==> src/rtl/inst_queue_if.sv <==
// Fetch-to-issue instruction queue bundle: dual-slot push side, dual-entry head view, fill status.
// Optional ovf_cycles perf counter appears when IQ_PERF_CNT_EN is defined.
interface inst_queue_if #(
   parameter int DEPTH = 8
);
   localparam int CW = $clog2(DEPTH) + 1;

   logic          flush_que;
   logic [1:0]    push_valid;
   logic [31:0]   push_pc0;
   logic [31:0]   push_pc1;
   logic [31:0]   push_instr0;
   logic [31:0]   push_instr1;
   logic          stallI;
   logic [1:0]    issue_cnt;
   logic [1:0]    out_valid;
   logic [31:0]   out_pc0;
   logic [31:0]   out_pc1;
   logic [31:0]   out_instr0;
   logic [31:0]   out_instr1;
   logic          overflowI;
   logic [CW-1:0] count;
`ifdef IQ_PERF_CNT_EN
   logic [31:0]   ovf_cycles;
`endif

   modport master (
      output flush_que, push_valid, push_pc0, push_pc1, push_instr0, push_instr1,
      output stallI, issue_cnt,
      input  out_valid, out_pc0, out_pc1, out_instr0, out_instr1, overflowI, count
`ifdef IQ_PERF_CNT_EN
      , input ovf_cycles
`endif
   );

   modport slave (
      input  flush_que, push_valid, push_pc0, push_pc1, push_instr0, push_instr1,
      input  stallI, issue_cnt,
      output out_valid, out_pc0, out_pc1, out_instr0, out_instr1, overflowI, count
`ifdef IQ_PERF_CNT_EN
      , output ovf_cycles
`endif
   );
endinterface

==> src/rtl/inst_queue.sv <==
// Circular instruction queue: up to 2 pushes and 2 issues per cycle; optional IQ_PERF_CNT_EN overflow-cycle counter.
// Latency: a push is visible at the head outputs the cycle after it is written; no push-to-output bypass.
// Backpressure: overflowI warns upstream when free entries < OVF_MARGIN; pushes beyond free space are dropped.
module inst_queue #(
   parameter int DEPTH      = 8,
   parameter int OVF_MARGIN = 4
) (
   input logic       clk,
   input logic       reset,
   inst_queue_if.slave q
);
   localparam int AW = $clog2(DEPTH);
   localparam int CW = AW + 1;

   logic [31:0]   r_pc    [DEPTH];
   logic [31:0]   r_instr [DEPTH];
   logic [AW-1:0] r_head;
   logic [AW-1:0] r_tail;
   logic [CW-1:0] r_count;

   logic [CW-1:0] w_free;
   logic [1:0]    w_req_n;
   logic [1:0]    w_push_n;
   logic [1:0]    w_issue;
   logic [1:0]    w_pop_n;
   logic [AW-1:0] w_head1;
   logic [AW-1:0] w_tail1;
   logic [31:0]   w_d0_pc;
   logic [31:0]   w_d0_instr;
   logic          w_ovf;

   assign w_free  = CW'(DEPTH) - r_count;
   assign w_head1 = r_head + AW'(1);
   assign w_tail1 = r_tail + AW'(1);
   assign w_ovf   = 32'(w_free) < 32'(OVF_MARGIN);

   // First accepted entry comes from slot1 only for the (illegal) 2'b10 pattern.
   assign w_d0_pc    = q.push_valid[0] ? q.push_pc0    : q.push_pc1;
   assign w_d0_instr = q.push_valid[0] ? q.push_instr0 : q.push_instr1;

   always_comb begin
      w_req_n = {1'b0, q.push_valid[0]} + {1'b0, q.push_valid[1]};
      if (w_free == '0)
         w_push_n = 2'd0;
      else if (w_free == CW'(1) && w_req_n == 2'd2)
         w_push_n = 2'd1;
      else
         w_push_n = w_req_n;

      w_issue = (q.issue_cnt == 2'd3) ? 2'd2 : q.issue_cnt;
      if (q.stallI)
         w_pop_n = 2'd0;
      else if (r_count < CW'(w_issue))
         w_pop_n = r_count[1:0];
      else
         w_pop_n = w_issue;
   end

   always_ff @(posedge clk) begin
      if (!reset && !q.flush_que) begin
         if (w_push_n != 2'd0) begin
            r_pc[r_tail]    <= w_d0_pc;
            r_instr[r_tail] <= w_d0_instr;
         end
         if (w_push_n == 2'd2) begin
            r_pc[w_tail1]    <= q.push_pc1;
            r_instr[w_tail1] <= q.push_instr1;
         end
      end
   end

   always_ff @(posedge clk) begin
      if (reset || q.flush_que) begin
         r_head  <= '0;
         r_tail  <= '0;
         r_count <= '0;
      end else begin
         r_head  <= r_head + AW'(w_pop_n);
         r_tail  <= r_tail + AW'(w_push_n);
         r_count <= r_count + CW'(w_push_n) - CW'(w_pop_n);
      end
   end

   assign q.out_valid  = {r_count >= CW'(2), r_count >= CW'(1)};
   assign q.out_pc0    = r_pc[r_head];
   assign q.out_pc1    = r_pc[w_head1];
   assign q.out_instr0 = r_instr[r_head];
   assign q.out_instr1 = r_instr[w_head1];
   assign q.overflowI  = w_ovf;
   assign q.count      = r_count;

`ifdef IQ_PERF_CNT_EN
   logic [31:0] r_ovf_cycles;

   // Flush deliberately leaves this alone; only reset clears it.
   always_ff @(posedge clk) begin
      if (reset)
         r_ovf_cycles <= '0;
      else if (w_ovf && r_ovf_cycles != 32'hFFFF_FFFF)
         r_ovf_cycles <= r_ovf_cycles + 32'd1;
   end

   assign q.ovf_cycles = r_ovf_cycles;
`endif
endmodule
==> src/flat_wrapper.sv <==
// flat-port wrapper written by rule: the top's interface ports become plain ports
module inst_queue_flat 
#(
   parameter int DEPTH      = 8,
   parameter int OVF_MARGIN = 4
)
  (clk, reset, q_flush_que, q_push_valid, q_push_pc0, q_push_pc1, q_push_instr0, q_push_instr1, q_stallI, q_issue_cnt, q_out_valid, q_out_pc0, q_out_pc1, q_out_instr0, q_out_instr1, q_overflowI, q_count);
  inst_queue_if #(.DEPTH(DEPTH)) q_i ();
  input logic clk;
  input logic reset;
  input wire logic [$bits(q_i.flush_que)-1:0] q_flush_que;
  input wire logic [$bits(q_i.push_valid)-1:0] q_push_valid;
  input wire logic [$bits(q_i.push_pc0)-1:0] q_push_pc0;
  input wire logic [$bits(q_i.push_pc1)-1:0] q_push_pc1;
  input wire logic [$bits(q_i.push_instr0)-1:0] q_push_instr0;
  input wire logic [$bits(q_i.push_instr1)-1:0] q_push_instr1;
  input wire logic [$bits(q_i.stallI)-1:0] q_stallI;
  input wire logic [$bits(q_i.issue_cnt)-1:0] q_issue_cnt;
  output wire logic [$bits(q_i.out_valid)-1:0] q_out_valid;
  output wire logic [$bits(q_i.out_pc0)-1:0] q_out_pc0;
  output wire logic [$bits(q_i.out_pc1)-1:0] q_out_pc1;
  output wire logic [$bits(q_i.out_instr0)-1:0] q_out_instr0;
  output wire logic [$bits(q_i.out_instr1)-1:0] q_out_instr1;
  output wire logic [$bits(q_i.overflowI)-1:0] q_overflowI;
  output wire logic [$bits(q_i.count)-1:0] q_count;
  assign q_i.flush_que = q_flush_que;
  assign q_i.push_valid = q_push_valid;
  assign q_i.push_pc0 = q_push_pc0;
  assign q_i.push_pc1 = q_push_pc1;
  assign q_i.push_instr0 = q_push_instr0;
  assign q_i.push_instr1 = q_push_instr1;
  assign q_i.stallI = q_stallI;
  assign q_i.issue_cnt = q_issue_cnt;
  assign q_out_valid = q_i.out_valid;
  assign q_out_pc0 = q_i.out_pc0;
  assign q_out_pc1 = q_i.out_pc1;
  assign q_out_instr0 = q_i.out_instr0;
  assign q_out_instr1 = q_i.out_instr1;
  assign q_overflowI = q_i.overflowI;
  assign q_count = q_i.count;
  inst_queue #(.DEPTH(DEPTH), .OVF_MARGIN(OVF_MARGIN)) u_core (.clk(clk), .reset(reset), .q(q_i));
endmodule
==> config.mk <==
export PLATFORM = sky130hd
export DESIGN_NAME = inst_queue_flat
export DESIGN_NICKNAME = d
export VERILOG_FILES = /design/src/rtl/inst_queue_if.sv /design/src/rtl/inst_queue.sv /design/src/flat_wrapper.sv
export SDC_FILE = /design/constraint.sdc
export NUM_CORES = 1
export LEC_CHECK = 0
export BUFFER_PORTS_ARGS = -buffer_cell sky130_fd_sc_hd__buf_2
export CAP_MARGIN = 20
export CORE_MARGIN = 2
export CORE_UTILIZATION = 50
export DETAILED_ROUTE_END_ITERATION = 7
export GPL_ROUTABILITY_DRIVEN = 1
export PLACE_DENSITY = 0.81
export SYNTH_ARGS = -nofsm -noshare
export SYNTH_HDL_FRONTEND = slang
export SYNTH_SLANG_ARGS = --single-unit
==> constraint.sdc <==
create_clock -name clk -period 8.06 [get_ports clk]
set_input_delay 1.612 -clock clk [delete_from_list [all_inputs] [get_ports clk]]
set_output_delay 1.612 -clock clk [all_outputs]
set_load 0.005 [all_outputs]
Yosys cells after proc, flatten, opt, wreduce, memory -nomap -nowiden

Memories as Yosys holds them, arrays and structs flattened. A register that Yosys moved wholly into a read port is not among the register bits.
Cells that the tools add are included.

Register bits after elaboration: 10
RAM bits: 512
Output and inout bits: 135
Memories kept: 2

Add/sub/neg operators: 8
Order comparisons: 4
Equality and inequality tests: 4
Mux-type cells: 15
Reduce and logical (&&, ||, !) cells: 7

Memories:

| name           | depth | bits a word | rd ports | clocked after memory_dff | wr ports | RTL line         | source |
|---|---|---|---|---|---|---|---|
| u_core.r_instr | 8     | 32          | 2        | 1                        | 2        | inst_queue.sv:16 | `logic [31:0] r_instr [DEPTH];` |
| u_core.r_pc    | 8     | 32          | 2        | 1                        | 2        | inst_queue.sv:15 | `logic [31:0] r_pc [DEPTH];` |

Operator list:

| cell                | count |
|---|---|
| $mux 32             | 2 |
| $mux 2              | 5 |
| $add 3x1->3 const B | 2 |
| $add 3x2->3         | 2 |
| $eq 2x2->1 const B  | 3 |
| $mux 1              | 6 |
| $mux 3              | 2 |
| $add 4x2->4         | 1 |
| $eq 4x1->1 const B  | 1 |
| $ge 4x1->1 const B  | 1 |
| $ge 4x2->1 const B  | 1 |
| $logic_not 4->1     | 1 |
| $lt 4x2->1          | 1 |
| $lt 4x3->1 const B  | 1 |
| $sub 4x2->4         | 1 |
| $sub 4x4->4 const A | 1 |
| $add 1x1->2         | 1 |
| $logic_and 1x1->1   | 2 |
| $logic_not 1->1     | 2 |
| $reduce_bool 2->1   | 1 |
| $logic_or 1x1->1    | 1 |

Longest topological paths before layout

Depth after elaboration: 9
Depth in mapped cells: 13

Worst setup path after synthesis

No wires, ideal clock.

Path kind: input-to-reg
Start point: input port q_flush_que
End point: memory u_core.r_instr[0][0], enable pin
Library setup time: 0.581 ns
Arrival time: 7.131 ns
Slack: 0.348 ns
Cell stages on the path: 5
Buffers on the path: 1
Cells stage by stage: or2_2 > clkbuf_1 > nor3_1 > nand2b_1 > o31ai_1

RTL lines:

| what            | RTL line           | source |
|---|---|---|
| start, declared | flat_wrapper.sv:11 | `input wire logic [$bits(q_i.flush_que)-1:0] q_flush_que;` |
| end, declared   | inst_queue.sv:16   |  |

==> qor.csv <==
metric,value,unit
status,"finished, final reports clean",
clock buffer depth,3,
Place WS,2.58,ns
hold endpoint,u_core.r_tail[2]$_SDFF_PP0_,
synth warn,0,
Combinational Power Share,20.2,%
Syn Inst Count,2402,
main flop type after synthesis,edfxtp_1,
Reg power frac,46.7,%
post-DP HPWL,54600,µm
hold buffer count at CTS,0,
Final Util,54.9,%
RSZ-0062 raised after global routing,no,
Worst Path Required,6.45,ns
IO buf count,270,
TritonRoute pass-1 iters,6,
"antenna viol nets, final",0,
# rows,91,
first-pass GRT wire length,144000,µm
Max Used Layer,met5,
Num Clock Sinks,522,
total track usage,29.8,%
initial antenna violation count,8,
largest net degree at the start of global routing,152,
maximum vdd drop,156,µV
clk slew on worst S/H paths,0.06,ns
crit-path most repeated cell,buf_4,
Pwr per Cell Area,199,nW/µm²
DP Area,32100,µm²
relative slew slack,21.6,%
met3 WL post-DR,12300,µm
routed wl met2,46000,µm
Post-Syn Area,30900,µm²
Switch Pwr,1.83,mW
"non-filler cells, final",3285,
Starting Density,50.3,%
core box area,61400,µm²
Worst path slowest cell,dfxtp_4,
crit-path max cell delay,0.75,ns
GPL Wtd Cong,0.821,
Pins Over Slew Limit,0,
setup TNS,0,ns
via total after detailed routing,23900,
"commonest non-fill, non-tap cell in the layout",a21oi_1,
r2r startpoint,u_core.r_tail[1]$_SDFF_PP0_,
Final setup violation count,0,
Synth Register Bits,522,
vias in the first global route,24300,
Tot Pwr,6.70,mW
setup repair bufs after CTS,0,
CTS Root Cell,clkbuf_16,
"Async S/R FF share, synth",0,%
Worst Max-Slew Pin Slew,1.18,ns
clock share of power,33.2,%
reg2reg path depth,6,
I/O Pins,271,
CTS tree,built,
starting DRC count in detailed routing,3374,
vias per cell,7.29,
Peak Freq,0.183,GHz
FF-to-FF End,u_core.r_pc[3][16]$_DFFE_PP_,
total grt overflow,0,
met1 WL,32000,µm
Avg WL per Cell,29.4,µm
hold_sp,u_core.r_tail[2]$_SDFF_PP0_,
Max H-tree Level,2,
Hold/Removal Path Class,flop to flop,
Hold Slack,0.782,ns
critical path peak fanout,37,
startpoint types,flop,
share of layout cells above drive strength 1,31.7,%
Die Span X,252,µm
crit path time final,5.45,ns
Area Overhead vs Synth,9.12,%
LEAKAGE,10.1,nW
Reg2Reg Setup Slack,4.39,ns
Internal,4.87,mW
number of synthesized flops with an enable pin,512,
"Net Count, Synth",2553,
Mapped Avg Cell Area,12.9,µm²
Tcrit/Tclk final,67.6,%
Post-Layout Inst Area,33700,µm²
CP arrival,3.84,ns
"Clk Latency, worst-skew pair",0.58,ns
count of cell types in the netlist,38,
Setup crit end kind,primary output,
final hold violation count,0,
dpl cells,3191,
CTS buffer count,49,
final WL,96500,µm
WS Path Type,flop to primary output,
fin nets,2606,
sequential share of the synthesized area,50.5,%
sw frac,27.3,%
Fin Clk Skew,0.00950,ns
Die Area,63700,µm²
Resize count post-CTS,0,
Hold Path Depth,2,
Residual DRC,0,
CP Cell Sequence,buf_4 > buf_4 > mux4_2 > mux2_2 > buf_2,
final setup margin,2.61,ns
Die Height,252,µm
most frequent cells in the layout,"514 x a21oi_1, 513 x nor3_1, 512 x edfxtp_1, 269 x buf_2, 256 x mux4_2",
MaxCap Viol Count,0,
==> area by class of cell <==
type / instances / area (µm²)
Fill cell: 4787 / 27700
Clock buffer: 60 / 1270
Tap cell: 790 / 988
Timing Repair Buffer: 313 / 1760
Antenna cell: 3 / 7.51
Multi-Input combinational cell: 1557 / 13800
Sequential cell: 522 / 15600
Clock inverter: 28 / 196
Inverter: 12 / 45.0
==> registers in the layout, indices dropped and copies added, names as in the netlist <==
name / cells
u_core.r_head: 3
u_core.r_pc: 256
u_core.q.count: 4
u_core.r_instr: 256
u_core.r_tail: 3
==> power by group through the flow <==
| stage | combinational, mW | sequential [mW] | clock [mW] |
|---|---|---|---|
| finish | 1.35 | 3.13 | 2.22 |
| global route | 1.44 | 3.13 | 2.30 |
| CTS | 1.32 | 3.12 | 2.20 |
| detailed placement | 1.31 | 3.18 | 0 |
| global placement | 1.27 | 3.17 | 0 |
| floorplan | 0.900 | 3.16 | 0 |
==> critical path, delay by kind of cell, from the launching register on <==
family	cells	cell delay, ns
muxes	2	0.93
buffers and inverters	3	1.54
DFF	1	0.75
==> cell families after synthesis <==
logic type               count (synthesis)  share of synthesized area (%)
AND/OR/NAND/NOR                        558                           9.16
XOR/XNOR                                 7                          0.223
buffers and inverters                  323                           5.27
adder cells (fa/ha/maj)                 15                          0.705
multiplexers                           450                           25.5
AO/OA/AOI/OAI                          527                           8.71
flip-flops                             522                           50.5
==> per-layer routing <==
layer / global-route usage (%) / vias to the layer above
met5: 0 / -
met2: 47.8 / 2133
met4: 18.9 / 8
met1: 36.8 / 11700
met3: 6.45 / 455
li1: - / 9655
==> cell usage after synthesis, drive strengths merged, types with 4 or more instances <==
cell type / count / area share [%]
ha: 11 / 0.45
nor2: 12 / 0.15
nor3: 514 / 8.3
fa: 4 / 0.26
xnor2: 4 / 0.11
mux2: 128 / 4.7
mux4: 256 / 19
a21oi: 514 / 8.3
or2: 9 / 0.18
o21ai: 8 / 0.13
mux2i: 66 / 2.1
buf: 159 / 3.3
inv: 12 / 0.15
nand2: 4 / 0.049
clkbuf: 152 / 1.8
dfxtp: 10 / 0.65
and2: 5 / 0.10
edfxtp: 512 / 50
==> worst max-delay path by stage <==
stage / startpoint / to / slack [ns] / cells past startpoint
floorplan: q_flush_que / u_core.r_instr[0][0]$_DFFE_PP_ / 0.35 / 5
global placement: q_push_valid[0] / u_core.r_pc[5][31]$_DFFE_PP_ / 2.71 / 7
detailed placement: q_push_valid[0] / u_core.r_instr[2][14]$_DFFE_PP_ / 2.58 / 8
CTS: u_core.r_head[1]$_SDFF_PP0_ / q_out_pc0[25] / 2.53 / 5
global route: u_core.r_head[1]$_SDFF_PP0_ / q_out_pc0[25] / 2.34 / 5
finish: u_core.r_head[1]$_SDFF_PP0_ / q_out_pc0[21] / 2.61 / 5
Note: power is estimated with default switching activity, not from simulation.
